--- src/rtl/lfsr_prng.sv ---
// Parametrised Fibonacci LFSR pseudo-random generator with seed load, wrap detection and period measurement.
// Optional all-zero lock-up guard enabled by defining LFSR_ZERO_GUARD_EN.
module lfsr_prng #(
  parameter int                 WIDTH        = 4,
  parameter logic [WIDTH-1:0]   TAPS         = 4'b1100,
  parameter logic [WIDTH-1:0]   DEFAULT_SEED = {{(WIDTH-1){1'b0}}, 1'b1}
) (
  input  logic             clk,
  input  logic             rst_n,
  input  logic             en,
  input  logic             load,
  input  logic [WIDTH-1:0] seed,
  output logic [WIDTH-1:0] state,
  output logic             q,
  output logic             wrap,
  output logic [WIDTH-1:0] period,
  output logic             lockup
);

  logic [WIDTH-1:0] ref_seed;
  logic [WIDTH-1:0] cnt;
  logic [WIDTH-1:0] state_nxt;
  logic             fb;

  assign fb        = ^(state & TAPS);
  assign state_nxt = {state[WIDTH-2:0], fb};
  assign q         = state[WIDTH-1];

`ifdef LFSR_ZERO_GUARD_EN
  logic lockup_r;
  assign lockup = lockup_r;

  // NOTE: all state registers use non-blocking assignments so every update
  // in this block sees the pre-edge values of state, cnt and ref_seed.
  always_ff @(posedge clk or negedge rst_n) begin
    if (!rst_n) begin
      state    <= DEFAULT_SEED;
      ref_seed <= DEFAULT_SEED;
      cnt      <= '0;
      period   <= '0;
      wrap     <= 1'b0;
      lockup_r <= 1'b0;
    end else if (load) begin
      // A zero seed would freeze the register, so substitute the default.
      if (seed == '0) begin
        state    <= DEFAULT_SEED;
        ref_seed <= DEFAULT_SEED;
        lockup_r <= 1'b1;
      end else begin
        state    <= seed;
        ref_seed <= seed;
      end
      cnt  <= '0;
      wrap <= 1'b0;
    end else if (en) begin
      if (state_nxt == '0) begin
        state    <= DEFAULT_SEED;
        lockup_r <= 1'b1;
        wrap     <= 1'b0;
        cnt      <= '0;
      end else if (state_nxt == ref_seed) begin
        state  <= state_nxt;
        wrap   <= 1'b1;
        period <= cnt + WIDTH'(1);
        cnt    <= '0;
      end else begin
        state <= state_nxt;
        wrap  <= 1'b0;
        cnt   <= cnt + WIDTH'(1);
      end
    end else begin
      wrap <= 1'b0;
    end
  end
`else
  assign lockup = 1'b0;

  // NOTE: all state registers use non-blocking assignments so every update
  // in this block sees the pre-edge values of state, cnt and ref_seed.
  always_ff @(posedge clk or negedge rst_n) begin
    if (!rst_n) begin
      state    <= DEFAULT_SEED;
      ref_seed <= DEFAULT_SEED;
      cnt      <= '0;
      period   <= '0;
      wrap     <= 1'b0;
    end else if (load) begin
      state    <= seed;
      ref_seed <= seed;
      cnt      <= '0;
      wrap     <= 1'b0;
    end else if (en) begin
      state <= state_nxt;
      // A zero seed gives state_nxt == ref_seed every step: period 1.
      if (state_nxt == ref_seed) begin
        wrap   <= 1'b1;
        period <= cnt + WIDTH'(1);
        cnt    <= '0;
      end else begin
        wrap <= 1'b0;
        cnt  <= cnt + WIDTH'(1);
      end
    end else begin
      wrap <= 1'b0;
    end
  end
`endif

endmodule

--- config.mk ---
export PLATFORM = sky130hd
export DESIGN_NAME = lfsr_prng
export DESIGN_NICKNAME = d
export VERILOG_FILES = /design/src/rtl/lfsr_prng.sv
export SDC_FILE = /design/constraint.sdc
export NUM_CORES = 1
export LEC_CHECK = 0
export ABC_AREA = 1
export CORE_ASPECT_RATIO = 1.1
export CORE_MARGIN = 3
export CORE_UTILIZATION = 52
export DETAILED_ROUTE_END_ITERATION = 16
export PLACE_DENSITY = 0.93
export SETUP_SLACK_MARGIN = 0.2
export SLEW_MARGIN = 20
export SYNTH_ARGS = -nofsm -noshare
export SYNTH_HDL_FRONTEND = slang
export SYNTH_SLANG_ARGS = --single-unit
export TNS_END_PERCENT = 10
--- constraint.sdc ---
create_clock -name clk -period 2 [get_ports clk]
set_input_delay 0.5 -clock clk [delete_from_list [all_inputs] [get_ports clk]]
set_output_delay 0.5 -clock clk [all_outputs]
set_load 0.1 [all_outputs]
==> After elaboration in Yosys (flattened, before gate mapping) <==
Cells that the tools add are included.
{ "word_totals": {"input_bits": 8, "elab_cells": 19, "regBits": 17, "out_inout_bits": 11} }
{ "op_classes": {"n_reduce_logical": 3, "n_mux": 8, "bitwise": 1, "eq_ne": 1, "add_sub_neg": 1} }
{ "ops": {"columns": ["operator", "count"], "rows": [
  ["$mux W4", 5],
  ["$add A4 B1 Y4 const B", 1],
  ["$eq A4 B4 Y1", 1],
  ["$reduce_xor A4 Y1", 1],
  ["$mux W1", 3],
  ["$reduce_and A3 Y1", 1],
  ["$reduce_bool A2 Y1", 1],
  ["$not A1 Y1", 1]
]} }

==> Logic depth before layout (Yosys ltp) <==
Gate-level depths: netlist of run 1.
{ "logic_depth": {"ltp_word": 5, "depth_mapped": 7, "mapped_depth_nobuf": 7} }

==> Least setup slack after synthesis of run 1 <==
Ideal clock, no wire load.
{ "synth_path": {"path_type": "register -> output", "from": "register state[3]", "to": "output state[3]", "path_slack_ns": 0.112, "t_arrival_ns": 1.388, "required_time_ns": 1.500, "path_buffers": 1, "path_stages_with_launch": 2, "path_cell_list": "dfrtp_1 buf_4"} }
{ "synth_rtl": {"columns": ["element", "line", "text"], "rows": [
  ["start, declared", "13", "output logic [WIDTH-1:0] state,"],
  ["start signal, assigned", "93", "state <= state_nxt;"]
]} }
No word-level cell between the ends.

==> Final worst setup path of run 1 <==
{ "layout_path": {"from": "register state[0]", "to": "output state[0]"} }
No word-level cell between the ends.

==> reports/qor.yml, run 1 <==
run_status:
  status: "finished, final reports clean"
clocking:
  holdBufCountCts: 0
  path_clk_slew_ps: 100
  h-tree-depth: 1
  cts_setup_buffers: 0
  root_buffer: "clkbuf_4"
  cts.path.max_buffers: 2
  clock_sinks: 17
  cts_buffers: 3
  cts_tree: "built"
  clock_latency_ps: 290
  postCtsResizedCells: 0
setup_path:
  rr_worst_depth: 7
  cp_top_family: "flip-flops"
  arrival_ps: 1080
  path_cells: "buf_12"
  path_depth: 1
  worstPathRequired_ps: 1500
  crit_slowest_cell: "dfstp_2"
  slowest_delay_ps: 600
  cp-start-kind: "register"
  crit_type: "reg -> out"
  r2r_end: "period[2]"
  regToRegStartpoint: "state[2]"
  crit_fanout: 4
  path_buf_inv: 1
  reg2reg_slack_ps: 610
  end_kind: "output port"
synth:
  yosysWarnings: 0
  synth_flop_cell: "dfrtp_1"
  synth-edff-count: 0
  synthArstFlopShare: 1.00
  synth_xor_area_frac: 0.0306
  synth_top_family_by_area: "simple AND/OR/NAND/NOR gates"
  synthAdderAreaFrac: 0.0146
  synthMuxAreaShare: 0
  avgSynthCellArea_um2: 7.89
  synth_compound_area_frac: 0.0466
  yosys.area.top_type_share: 0.437
  synth_top_area_cell: "dfrtp_1"
  synth_cells: 109
  synth_most_common_cell: "nand2_1"
  netlist_top_cells_area: "dfrtp_1, nand2_1, nand3_1, dfstp_2, o21ai_0"
  synthesis.nets: 118
  synth_seq_cells: 17
  synth_area_um2: 860
  yosysUniqueCellTypes: 15
  synth_simple_gate_area_share: 0.333
  synthTopCellsByCount: "nand2_1, dfrtp_1, nand3_1"
  synth-seq-area-share: 0.498
power_and_ir_drop:
  cellPowerDensity_nw_per_um2: 928
  power.total_mw: 1.07
  leakage_nw: 0.592
  max-vdd-ir-drop_mv: 0.573
drt:
  routedWlPerCell_um: 12.7
  drtAntennaViolNets: 0
  drt_iter0_markers: 20
  finalWirelength_mm: 1.83
  vias_per_cell: 5.47
  vias: 788
  drc: 0
  dr.pass1.iters: 6
sta:
  fmax_mhz: 635
  slew_violations: 0
  hold_ws_ps: 521
  relSlewSlack: 0.650
  hold_viol_final: 0
  finalSetupViolCount: 0
  fin_crit_sh: 0.788
  worstMarginPinSlew_ps: 524
  min_period_ps: 1580
  fin_setup_tns_ps: 0
  rsz0062_at_grt: "no"
  fin_skew_ps: 2.46
floorplan:
  die-area_um2: 2180
  row_count: 14
  start_util: 0.591
  core_area_um2: 1450
  die_w_um: 44.8
  ios: 19
  die_height_um: 48.6
placement:
  io_buffers: 17
  dp.final_hpwl_mm: 1.43
  globalplace.congestion: 0.869
finish:
  n_antenna_cell: 0
  drive_gt1_frac: 0.172
  nets: 138
  syn2layout_area_growth_pct: 34.5
run:
  maxCapViolCount: 0
global_routing:
  grt_max_degree: 18
  grt_pass1_vias: 724
  grt_overflow: 0
  grtUsageTotal: 0.193
  antenna_found_initial: 0
  grt_pass1_wl_mm: 3.19
hold_path:
  min_path_type: "in -> async"
[layout make-up]
class,count,area (µm²)
Tap cell,16,20.0
Clock buffer,3,22.5
Sequential cell,17,429
Clock inverter,1,5.00
Multi-Input combinational cell,78,369
Fill cell,93,298
Inverter,10,37.5
Timing Repair Buffer,19,273
[cell usage in the layout (no fill, tap or decap)]
cell / n
buf_12: 9
buf_4: 3
clkbuf_4: 3
clkdlybuf4s50_1: 7
clkinv_2: 1
conb_1: 1
dfrtp_1: 14
dfrtp_2: 1
dfstp_2: 2
ha_1: 1
inv_1: 10
nand2_1: 45
nand3_1: 15
nand4_2: 1
nor2_1: 2
nor2_4: 2
o21ai_0: 8
xnor2_1: 2
xor2_1: 1
[kinds of logic after synthesis]
kind of cell | count (synthesis)
buf+inv | 14
xor+xnor | 3
simple gates | 65
compound gates | 8
flops | 17
other cells | 1
fa+ha+maj | 1
[registers in the layout (all words and copies together), names as in the netlist]
register,count
wrap,1
state,4
cnt,4
period,4
ref_seed,4
[power breakdown]
part | internal, mW | total [mW] | switching, mW
Combinational | 0.154 | 0.459 | 0.305
Clock | 0.0742 | 0.182 | 0.108
Sequential | 0.384 | 0.431 | 0.0470
[worst max-delay path by stage]
stage / from / to / slack, ps
6_report: state[0] / state[0] / 420
5_1_grt: state[0] / state[0] / 380
4_1_cts: state[0] / state[0] / 410
3_5_place_dp: load / period[2] / 220
3_3_place_gp: load / period[0] / 270
2_1_floorplan: state[2] / period[0] / 170
[metal layers]
layer	wire length [µm]	track usage	vias to the layer above
met1	734	0.251	371
met3	113	0.0222	5
met5	0	0	-
li1	-	-	381
met2	950	0.316	31
met4	29	0.0754	0
[stage by stage]
step           setup slack, ps  cell area [µm²]   util  cells
6_report                   425             1160  0.795    144
5_1_grt                    385             1160  0.795    144
4_1_cts                    415             1160  0.795    144
3_5_place_dp               216             1130  0.776    140
3_3_place_gp               273             1130  0.776    140
2_1_floorplan              173              861      -    109
(Power assumes the default switching activity.)
==> run 2, diff against run 1 <==
CORE_UTILIZATION = 48   (was 52)
PLACE_DENSITY = 0.87   (was 0.93)
clock period = 1.58 ns   (was 2 ns; I/O delays follow)
==> run 2 against run 1 <==
Effect of this change:
- via count grew 2.2%
- critical endpoint unchanged
- non-clock buffer count is 2 higher
- critical path depth unchanged
- die area is 7.3% higher
- combinational power is 30% higher
- first-iteration DRC count up 80%
- final area grew 3.8%
- worst setup slack worse by 370 ps
- largest power group unchanged
- register-to-register slack got worse by 470 ps
- clock-buffer cell count rose by 1
- routed wire length increased by 8.6%
- global-route usage increased by 1.5 points
- highest routed layer unchanged
==> reports/qor.yml, run 2 (synthesis gave the netlist of run 1 again) <==
run_status:
  status: "finished, final reports clean"
setup_path:
  path_buf_inv: 1  # unchanged
  crit_slowest_cell: "dfstp_4"
  slowest_delay_ps: 660  # +60 ps
  path_depth: 1  # unchanged
  rr_worst_depth: 5  # -2
  critPathCapture: "state[0]"
  cp-start-kind: "register"
  crit_fanout: 4  # unchanged
  arrival_ps: 1130  # +50 ps
  end_kind: "output port"
  cp-startpoint: "state[0]"
  regToRegStartpoint: "state[0]"
  r2r_end: "period[1]"
  reg2reg_slack_ps: 140  # -470 ps
  cp_top_family: "flip-flops"
  crit_type: "reg -> out"
  worstPathRequired_ps: 1180  # -320 ps
  path_cells: "buf_12"
drt:
  drc: 0  # unchanged
  vias_per_cell: 5.48  # about the same
  finalWirelength_mm: 1.99  # +8.6%
  drtAntennaViolNets: 0  # unchanged
  vias: 805  # +2.2%
  dr.pass1.iters: 4  # -2
  drt_iter0_markers: 36  # +80%
  routedWlPerCell_um: 13.5  # +6.4%
sta:
  min_period_ps: 1520
  fin_skew_ps: 3.79  # +1.33 ps
  rsz0062_at_grt: "yes"
  slew_violations: 0  # unchanged
  finalSetupViolCount: 0  # unchanged
  hold_viol_final: 0  # unchanged
  fmax_mhz: 657
  relSlewSlack: 0.662  # +0.0120
  fin_setup_tns_ps: 0  # unchanged
  hold_ws_ps: 419  # -102 ps
  fin_ws_ps: 59.0  # -366 ps
  worstMarginPinSlew_ps: 506  # -17.9 ps
  fin_crit_sh: 0.963
floorplan:
  die_height_um: 50.4  # +3.6%
  row_count: 15  # +1
  ios: 19  # unchanged
  die_w_um: 46.4  # +3.5%
  core_area_um2: 1630  # +12%
  die-area_um2: 2340  # +7.3%
  start_util: 0.526  # -0.0648
clocking:
  holdBufCountCts: 0  # unchanged
  clock_sinks: 17  # unchanged
  root_buffer: "clkbuf_4"
  cts_tree: "built"
  cts.path.max_buffers: 2  # unchanged
  clock_latency_ps: 290  # about the same
  cts_setup_buffers: 0  # unchanged
  path_clk_slew_ps: 100  # about the same
  cts_buffers: 3  # unchanged
  h-tree-depth: 1  # unchanged
global_routing:
  grt_overflow: 0  # unchanged
  grtUsageTotal: 0.208  # +0.0152
  antenna_found_initial: 0  # unchanged
  grt_pass1_wl_mm: 3.42  # +7.4%
  grt_pass1_vias: 759  # +4.8%
  grt_max_degree: 18  # unchanged
finish:
  syn2layout_area_growth_pct: 39.6
  nets: 140  # +1.4%
  final_common_cell: "nand2_1"
  mostFrequentLayoutCells: "nand2_1, nand3_1, dfrtp_1"
  n_antenna_cell: 0  # unchanged
  instances_no_fill: 147  # +2.1%
  num-fill-cells: 107  # +15%
  drive_gt1_frac: 0.200  # +0.0281
power_and_ir_drop:
  cellPowerDensity_nw_per_um2: 1150  # +24%
  leakage_nw: 0.601  # +1.5%
  max-vdd-ir-drop_mv: 0.689  # +20%
run:
  maxCapViolCount: 0  # unchanged
placement:
  dp.final_hpwl_mm: 1.54  # +7.5%
  io_buffers: 17  # unchanged
  place_inst: 143  # +2.1%
  post-place-ws_ps: -120  # -336 ps
  globalplace.congestion: 0.807  # -7.1%
hold_path:
  min_path_type: "in -> async"
[run 2: how the worst min path moves through the flow]
| stage | start | cells past startpoint | endpoint |
|---|---|---|---|
| floorplan | rst_n | 0 | cnt[0] |
| global placement | cnt[3] | 2 | cnt[3] |
| detailed placement | cnt[3] | 2 | cnt[3] |
| CTS | rst_n | 2 | period[3] |
| global route | rst_n | 2 | period[3] |
| finish | rst_n | 2 | period[1] |
[run 2: where the power goes]
group	leakage, nW	internal [mW]	switching [mW]
clock network	0.0150	0.0983	0.135
registers	0.214	0.491	0.0624
logic	0.372	0.201	0.395
[run 2: final cells by class]
cell class,instances,area [µm²],area share
clock buffers,4,26.3,0.0219
flip-flops and latches,17,440,0.367
multi-input cells,78,374,0.312
inverters,10,37.5,0.0313
well taps,17,21.3,0.0177
repair buffers,21,300,0.250
[run 2: stage by stage]
stage / util / total power [mW] / instance area, µm²
2_1_floorplan: - / 0.920 / 872
3_5_place_dp: 0.716 / 1.15 / 1170
5_1_grt: 0.735 / 1.45 / 1200
6_report: 0.735 / 1.38 / 1200
4_1_cts: 0.732 / 1.39 / 1190
3_3_place_gp: 0.716 / 1.13 / 1170
[run 2: repair_timing]
action,in CTS,in global routing
gates resized for setup,0,1
endpoints found under the setup margin,13,16
pin swaps,0,1
[run 2: layer usage]
layer	up-vias	global-route usage	wire length (µm)
li1	382	-	-
met1	370	0.264	783
met2	46	0.319	995
met3	7	0.0394	140
met4	0	0.118	65
met5	-	0	0
